### config.mk
export PLATFORM = sky130hd
export DESIGN_NAME = if_id_instr_queue_flat
export DESIGN_NICKNAME = d
export VERILOG_FILES = /design/src/rtl/if_id_instr_queue_if.sv /design/src/rtl/if_id_instr_queue.sv /design/src/flat_wrapper.sv
export SDC_FILE = /design/constraint.sdc
export NUM_CORES = 1
export LEC_CHECK = 0
export CAP_MARGIN = 20
export CORE_UTILIZATION = 48
export DETAILED_ROUTE_END_ITERATION = 8
export MAX_ROUTING_LAYER = met4
export PLACE_DENSITY = 0.81
export REMOVE_ABC_BUFFERS = 1
export SKIP_LAST_GASP = 1
export SYNTH_ARGS = -nofsm -noshare
export SYNTH_HDL_FRONTEND = slang
export SYNTH_SLANG_ARGS = --single-unit
### constraint.sdc
create_clock -name clk -period 8.1 [get_ports clk]
set_input_delay 1.215 -clock clk [delete_from_list [all_inputs] [get_ports clk]]
set_output_delay 1.215 -clock clk [all_outputs]
set_load 0.005 [all_outputs]
### src/rtl/if_id_instr_queue_if.sv
// IF->ID instruction queue handshake bundle.
// slave = the queue itself, master = the IF/ID side driving it.
interface if_id_instr_queue_if #(
   parameter int EXC_W = 16
);
   logic             in_valid;
   logic             in_ready;
   logic [31:0]      in_instr;
   logic [31:0]      in_pc;
   logic [EXC_W-1:0] in_exc;
   logic             out_valid;
   logic             out_ready;
   logic [31:0]      out_instr;
   logic [15:0]      out_imm16;
   logic [4:0]       out_rs;
   logic [4:0]       out_rt;
   logic [4:0]       out_rd;
   logic [31:0]      out_pc;
   logic [EXC_W-1:0] out_exc;

   modport slave (
      input  in_valid, in_instr, in_pc, in_exc, out_ready,
      output in_ready, out_valid, out_instr, out_imm16,
             out_rs, out_rt, out_rd, out_pc, out_exc
   );

   modport master (
      output in_valid, in_instr, in_pc, in_exc, out_ready,
      input  in_ready, out_valid, out_instr, out_imm16,
             out_rs, out_rt, out_rd, out_pc, out_exc
   );
endinterface

### src/rtl/if_id_instr_queue.sv
// DEPTH-entry IF->ID instruction FIFO with valid/ready on both sides.
// Empty queue presents an all-zero NOP bubble; flush empties it in one cycle.
module if_id_instr_queue #(
   parameter int DEPTH = 4,
   parameter int EXC_W = 16
) (
   input  logic                   clk,
   input  logic                   rst,
   input  logic                   flush,
   if_id_instr_queue_if.slave     bus,
   output logic [$clog2(DEPTH):0] count
);
   localparam int AW = $clog2(DEPTH);
   localparam int CW = AW + 1;
   localparam logic [CW-1:0] FULL = CW'(DEPTH);

   logic [AW-1:0]    wr_ptr_q, wr_ptr_d;
   logic [AW-1:0]    rd_ptr_q, rd_ptr_d;
   logic [CW-1:0]    count_q, count_d;
   logic [31:0]      instr_mem_q [DEPTH];
   logic [31:0]      pc_mem_q    [DEPTH];
   logic [EXC_W-1:0] exc_mem_q   [DEPTH];
   logic             enq, deq, out_valid;
   logic [31:0]      head_instr;

   // Handshake qualifiers; in_ready comes only from registered occupancy
   always_comb begin
      bus.in_ready = (count_q != FULL);
      out_valid    = (count_q != '0);
      enq          = bus.in_valid && bus.in_ready && !flush;
      deq          = out_valid && bus.out_ready && !flush;
   end

   // Next-state pointers and occupancy, flush overriding enq/deq
   always_comb begin
      wr_ptr_d = wr_ptr_q;
      rd_ptr_d = rd_ptr_q;
      count_d  = count_q;
      if (flush) begin
         wr_ptr_d = '0;
         rd_ptr_d = '0;
         count_d  = '0;
      end else begin
         if (enq) wr_ptr_d = wr_ptr_q + AW'(1);
         if (deq) rd_ptr_d = rd_ptr_q + AW'(1);
         if (enq && !deq)
            count_d = count_q + CW'(1);
         else if (deq && !enq)
            count_d = count_q - CW'(1);
      end
   end

   // Control state registers with synchronous reset
   always_ff @(posedge clk) begin
      if (rst) begin
         wr_ptr_q <= '0;
         rd_ptr_q <= '0;
         count_q  <= '0;
      end else begin
         wr_ptr_q <= wr_ptr_d;
         rd_ptr_q <= rd_ptr_d;
         count_q  <= count_d;
      end
   end

   // Entry storage, written at the tail on enqueue; contents need no reset
   always_ff @(posedge clk) begin
      if (enq && !rst) begin
         instr_mem_q[wr_ptr_q] <= bus.in_instr;
         pc_mem_q[wr_ptr_q]    <= bus.in_pc;
         exc_mem_q[wr_ptr_q]   <= bus.in_exc;
      end
   end

   // Head entry towards ID, zeroed into a bubble when empty
   always_comb begin
      head_instr    = out_valid ? instr_mem_q[rd_ptr_q] : '0;
      bus.out_valid = out_valid;
      bus.out_instr = head_instr;
      bus.out_imm16 = head_instr[15:0];
      bus.out_rs    = head_instr[25:21];
      bus.out_rt    = head_instr[20:16];
      bus.out_rd    = head_instr[15:11];
      bus.out_pc    = out_valid ? pc_mem_q[rd_ptr_q] : '0;
      bus.out_exc   = out_valid ? exc_mem_q[rd_ptr_q] : '0;
      count         = count_q;
   end

   // Occupancy must never leave 0..DEPTH
   always @(posedge clk) begin
      if (!rst) begin
         assert (!(enq && !deq && count_q == FULL))
            else $error("queue overflow");
         assert (!(deq && !enq && count_q == '0))
            else $error("queue underflow");
      end
   end
endmodule

### src/flat_wrapper.sv
// flat-port wrapper written by rule: the top's interface ports become plain ports
module if_id_instr_queue_flat 
#(
   parameter int DEPTH = 4,
   parameter int EXC_W = 16
)
  (clk, rst, flush, count, bus_in_valid, bus_in_instr, bus_in_pc, bus_in_exc, bus_out_ready, bus_in_ready, bus_out_valid, bus_out_instr, bus_out_imm16, bus_out_rs, bus_out_rt, bus_out_rd, bus_out_pc, bus_out_exc);
  if_id_instr_queue_if #(.EXC_W(EXC_W)) bus_i ();
  input  logic clk;
  input  logic rst;
  input  logic flush;
  output logic [$clog2(DEPTH):0] count;
  input wire logic [$bits(bus_i.in_valid)-1:0] bus_in_valid;
  input wire logic [$bits(bus_i.in_instr)-1:0] bus_in_instr;
  input wire logic [$bits(bus_i.in_pc)-1:0] bus_in_pc;
  input wire logic [$bits(bus_i.in_exc)-1:0] bus_in_exc;
  input wire logic [$bits(bus_i.out_ready)-1:0] bus_out_ready;
  output wire logic [$bits(bus_i.in_ready)-1:0] bus_in_ready;
  output wire logic [$bits(bus_i.out_valid)-1:0] bus_out_valid;
  output wire logic [$bits(bus_i.out_instr)-1:0] bus_out_instr;
  output wire logic [$bits(bus_i.out_imm16)-1:0] bus_out_imm16;
  output wire logic [$bits(bus_i.out_rs)-1:0] bus_out_rs;
  output wire logic [$bits(bus_i.out_rt)-1:0] bus_out_rt;
  output wire logic [$bits(bus_i.out_rd)-1:0] bus_out_rd;
  output wire logic [$bits(bus_i.out_pc)-1:0] bus_out_pc;
  output wire logic [$bits(bus_i.out_exc)-1:0] bus_out_exc;
  assign bus_i.in_valid = bus_in_valid;
  assign bus_i.in_instr = bus_in_instr;
  assign bus_i.in_pc = bus_in_pc;
  assign bus_i.in_exc = bus_in_exc;
  assign bus_i.out_ready = bus_out_ready;
  assign bus_in_ready = bus_i.in_ready;
  assign bus_out_valid = bus_i.out_valid;
  assign bus_out_instr = bus_i.out_instr;
  assign bus_out_imm16 = bus_i.out_imm16;
  assign bus_out_rs = bus_i.out_rs;
  assign bus_out_rt = bus_i.out_rt;
  assign bus_out_rd = bus_i.out_rd;
  assign bus_out_pc = bus_i.out_pc;
  assign bus_out_exc = bus_i.out_exc;
  if_id_instr_queue #(.DEPTH(DEPTH), .EXC_W(EXC_W)) u_core (.clk(clk), .rst(rst), .flush(flush), .bus(bus_i), .count(count));
endmodule
=== Yosys cells after proc, flatten, opt, wreduce, memory -nomap -nowiden ===
Memory sizes are Yosys's and may differ from the RTL's. A register that Yosys moved wholly into a read port is not among the register bits.
Cells that the tools add are included.

* Bits in registers: 7
* Memory bits (writable): 320
* Output and inout bits: 116
* Memories kept: 3

* $add $sub $neg: 4
* Eq/ne operators: 1
* Multiplexer cells: 13
* Reductions and logical operators: 14

{| class="wikitable"
|+ Memory list
! name !! words !! width !! rd ports !! clocked after memory_dff !! write ports !! line !! source
|-
| u_core.instr_mem_q || 4 || 32 || 1 || 1 || 1 || if_id_instr_queue.sv:20 || <nowiki>logic [31:0] instr_mem_q [DEPTH];</nowiki>
|-
| u_core.pc_mem_q || 4 || 32 || 1 || 1 || 1 || if_id_instr_queue.sv:21 || <nowiki>logic [31:0] pc_mem_q [DEPTH];</nowiki>
|-
| u_core.exc_mem_q || 4 || 16 || 1 || 1 || 1 || if_id_instr_queue.sv:22 || <nowiki>logic [EXC_W-1:0] exc_mem_q [DEPTH];</nowiki>
|}

{| class="wikitable"
|+ Operators with widths
! cell !! number
|-
| $mux W32 || 2
|-
| $mux W16 || 1
|-
| $mux W2 || 6
|-
| $logic_and A1 B1 Y1 || 7
|-
| $mux W3 || 2
|-
| $add A2 B1 Y2 const B || 2
|-
| $logic_not A1 Y1 || 4
|-
| $add A3 B1 Y3 const B || 1
|-
| $ne A3 B3 Y1 const B || 1
|-
| $reduce_bool A3 Y1 || 1
|-
| $sub A3 B1 Y3 const B || 1
|-
| $mux W1 || 2
|-
| $reduce_bool A2 Y1 || 1
|-
| $reduce_or A2 Y1 || 1
|}

=== Logic depth before layout (Yosys ltp) ===
* Depth after elaboration: 7
* Gate-level depth with buffers: 9
* Mapped depth without buffers: 9

=== Least setup slack after synthesis ===
No wires, ideal clock.

* Kind: input -> register
* From: input port flush
* To: memory u_core.exc_mem_q[0][0] (enable)
* Setup time: 633 ps
* Data arrival time: 7,384 ps
* Slack: 83 ps
* Stages: 2
* Buffers on the path: 0
* Path through: nand3b_2 nor3b_1

* Cells in the longest elaborated chain, start to end: 5

{| class="wikitable"
|+ Ends and longest elaborated chain
! element !! line !! source
|-
| start, declared || flat_wrapper.sv:11 || <nowiki>input logic flush;</nowiki>
|-
| $logic_not A1 Y1 || if_id_instr_queue.sv:30 || <nowiki>enq = bus.in_valid && bus.in_ready && !flush;</nowiki>
|-
| $logic_and A1 B1 Y1 || if_id_instr_queue.sv:30 ||
|-
| $logic_and A1 B1 Y1 || if_id_instr_queue.sv:68 || <nowiki>if (enq && !rst) begin</nowiki>
|-
| $mux W1 || if_id_instr_queue.sv:68 ||
|-
| $mux W1 (not written as such) || if_id_instr_queue.sv:71 || <nowiki>exc_mem_q[wr_ptr_q] <= bus.in_exc;</nowiki>
|-
| end, declared || if_id_instr_queue.sv:22 ||
|}

Every way passes these cells.

==> flow_summary.ini <==
[die]
initial_core_util_pct = 49.2
dieArea_sq_um = 27500
core_area_sq_um = 26200
fp-row-count = 59
die_y_um = 166
pin_count = 201
die_x_um = 166

[cts]
clock_latency_ns = 0.50
h-tree-depth = 2
path_clk_slew_ns = 0.06
cts_tree = built
cts_buffers = 34
hold_buffers = 0
clock_path_buffers = 3
cts_setup_buffers = 0
cts.sinks = 329
cts_resized = 0
root_buffer = clkbuf_16

[synth]
ys_ff_latch = 329
ys_seq_area_share_pct = 76.0
synthSimpleGateAreaFrac_pct = 4.76
yosys_warnings = 0
synth_compound_area_share_pct = 0.204
synth_top_family_by_area = multiplexers
synth_cell_types = 27
synthCells = 589
yosys.area_share.adder_pct = 0.641
synth_xor_xnor_area_share_pct = 0.272
synth.cell_area_sq_um = 12900
syn_avg_cell_area_sq_um = 21.9
synthMuxAreaShare_pct = 14.2

[route]
viasPerCell = 5.42
drtIter0Drc = 391
drt-total-wl_um = 23800
drc_errors = 14
firstDrtPassIters = 7
vias = 6177
drtAntennaViolNets = 0
wire_per_inst_um = 20.9

[placed_design]
io_buffer_count = 200
placed_area_sq_um = 14900
gp_congestion = 0.719
place_hpwl_um = 13600

[critical_path]
worstSetupEndpointType = primary output
crit_type = reg -> out
worstPathMaxFanout = 40
required_ns = 6.88
arrival_ns = 3.22
cp-start-kind = register
rrSetupSlack_ns = 5.34

[timing]
fin_crit_ns = 4.43
max_freq_mhz = 226
hold_violations = 0
drv_slew = 0
max_slew_margin_pct = 28.1
finalSetupViolCount = 0
rsz0062_at_grt = no
skew_ns = 0.0104
fin_tns_setup_ns = 0
post-route-period-util_pct = 54.7
worst_pin_slew_ns = 1.08

[pwr]
peakVddDrop_mv = 0.206
power_density_nw_per_um2 = 223
p_leak_nw = 5.04

[layout]
seqCellArea_sq_um = 9800
layout_common_cells = edfxtp_1, clkdlybuf4s50_1, mux4_2, and2_1, clkbuf_16
fin_area_sq_um = 16000
layout_commonest_cell = edfxtp_1
drive_gt1_share_pct = 18.4
fillerInstances = 1853
synthToLayoutAreaGrowth_pct = 24.1
nets = 869
multi_input_area_sq_um = 2610

[grt]
grt_max_degree = 70
grt_pass1_vias = 6527
grt_antenna_before_repair = 1
grtUsageTotal_pct = 18.4
overflow = 0
grt_pass1_wl_um = 37200

[run_status]
status = complete, but fails checks
violations = design-rule violations

[run]
maxCapViolCount = 0

[hold_path]
hold_class = reg -> reg
worst max-delay path: stages (launching register included):
cell and delay [ns]:
dfxtp_4 0.51, buf_16 0.31, buf_4 0.59, mux4_2 0.59, and2_1 0.19, clkdlybuf4s50_1 0.45
state kept, by name (all words and copies together), names as in the netlist, named ones only:
signal,cells
u_core.pc_mem_q,128
u_core.count,3
u_core.exc_mem_q,64
u_core.wr_ptr_q,2
u_core.rd_ptr_q,2
u_core.instr_mem_q,128
routing by layer:
layer	global-route usage [%]	vias up	share of wire, %
met5	-	-	0
met1	23.6	3226	42
met3	3.84	32	5.8
li1	-	2723	-
met4	4.55	0	1.7
met2	30.3	196	51
synthesized netlist by cell type (all sizes together):
cell,n,area share [%]
or3,2,0.097
nand3b,1,0.087
or2,2,0.097
nor3b,4,0.23
xor2,4,0.27
nor2,8,0.23
dfxtp,9,1.4
inv,4,0.12
or3b,1,0.068
mux4,80,14
fa,1,0.16
mux2,1,0.087
buf,50,3.5
and2,80,3.9
mux2i,2,0.16
edfxtp,320,75
o31ai,1,0.058
a21oi,1,0.039
o311ai,1,0.068
clkbuf,9,0.26
o21ai,1,0.039
ha,5,0.49
nand2,2,0.058
logic make-up after synthesis:
| kind of cell | Yosys count |
|---|---|
| adder cells (fa/ha/maj) | 6 |
| XOR/XNOR | 4 |
| AND/OR/NAND/NOR | 100 |
| flip-flops | 329 |
| AO/OA/AOI/OAI | 4 |
| buffers and inverters | 63 |
| multiplexers | 83 |
stage by stage:
stage / hold slack, ns / util (%) / power, mW / std cells / setup slack, ns
2_1_floorplan: 0.471 / - / 2.01 / 530 / 0.0828
3_3_place_gp: 0.489 / 57.0 / 2.17 / 1076 / 3.80
3_5_place_dp: 0.500 / 57.0 / 2.18 / 1076 / 3.77
4_1_cts: 0.509 / 60.9 / 3.61 / 1137 / 3.24
5_1_grt: 0.563 / 61.0 / 3.70 / 1139 / 3.43
6_report: 0.516 / 61.0 / 3.57 / 1139 / 3.67
report_power, final:
group          internal (mW)  total (mW)  switching [mW]
clock network          0.829        1.43           0.601
registers               1.88        1.89         0.00683
logic                  0.150       0.248          0.0978
total                   2.86        3.57           0.705
worst paths after layout:
| check | start | end | cells past startpoint |
|---|---|---|---|
| worst max-delay path | register | bus_out_exc[3] | 5 |
| worst max register to register | u_core.count[0] | u_core.pc_mem_q[2][7] | 5 |
| worst min-delay path | u_core.wr_ptr_q[1] | u_core.wr_ptr_q[1] | 2 |
| worst min register to register | u_core.wr_ptr_q[1] | u_core.wr_ptr_q[1] | 2 |
area by class of cell:
| cell class | instances | area share [%] |
|---|---|---|
| Sequential cell | 329 | 61.3 |
| Multi-Input combinational cell | 197 | 16.3 |
| Timing Repair Buffer | 212 | 13.2 |
| Clock buffer | 44 | 5.95 |
| Tap cell | 335 | 2.62 |
| Clock inverter | 17 | 0.516 |
| Inverter | 4 | 0.0939 |
| Antenna cell | 1 | 0.0156 |
Note: power is estimated with default switching activity, not from simulation.
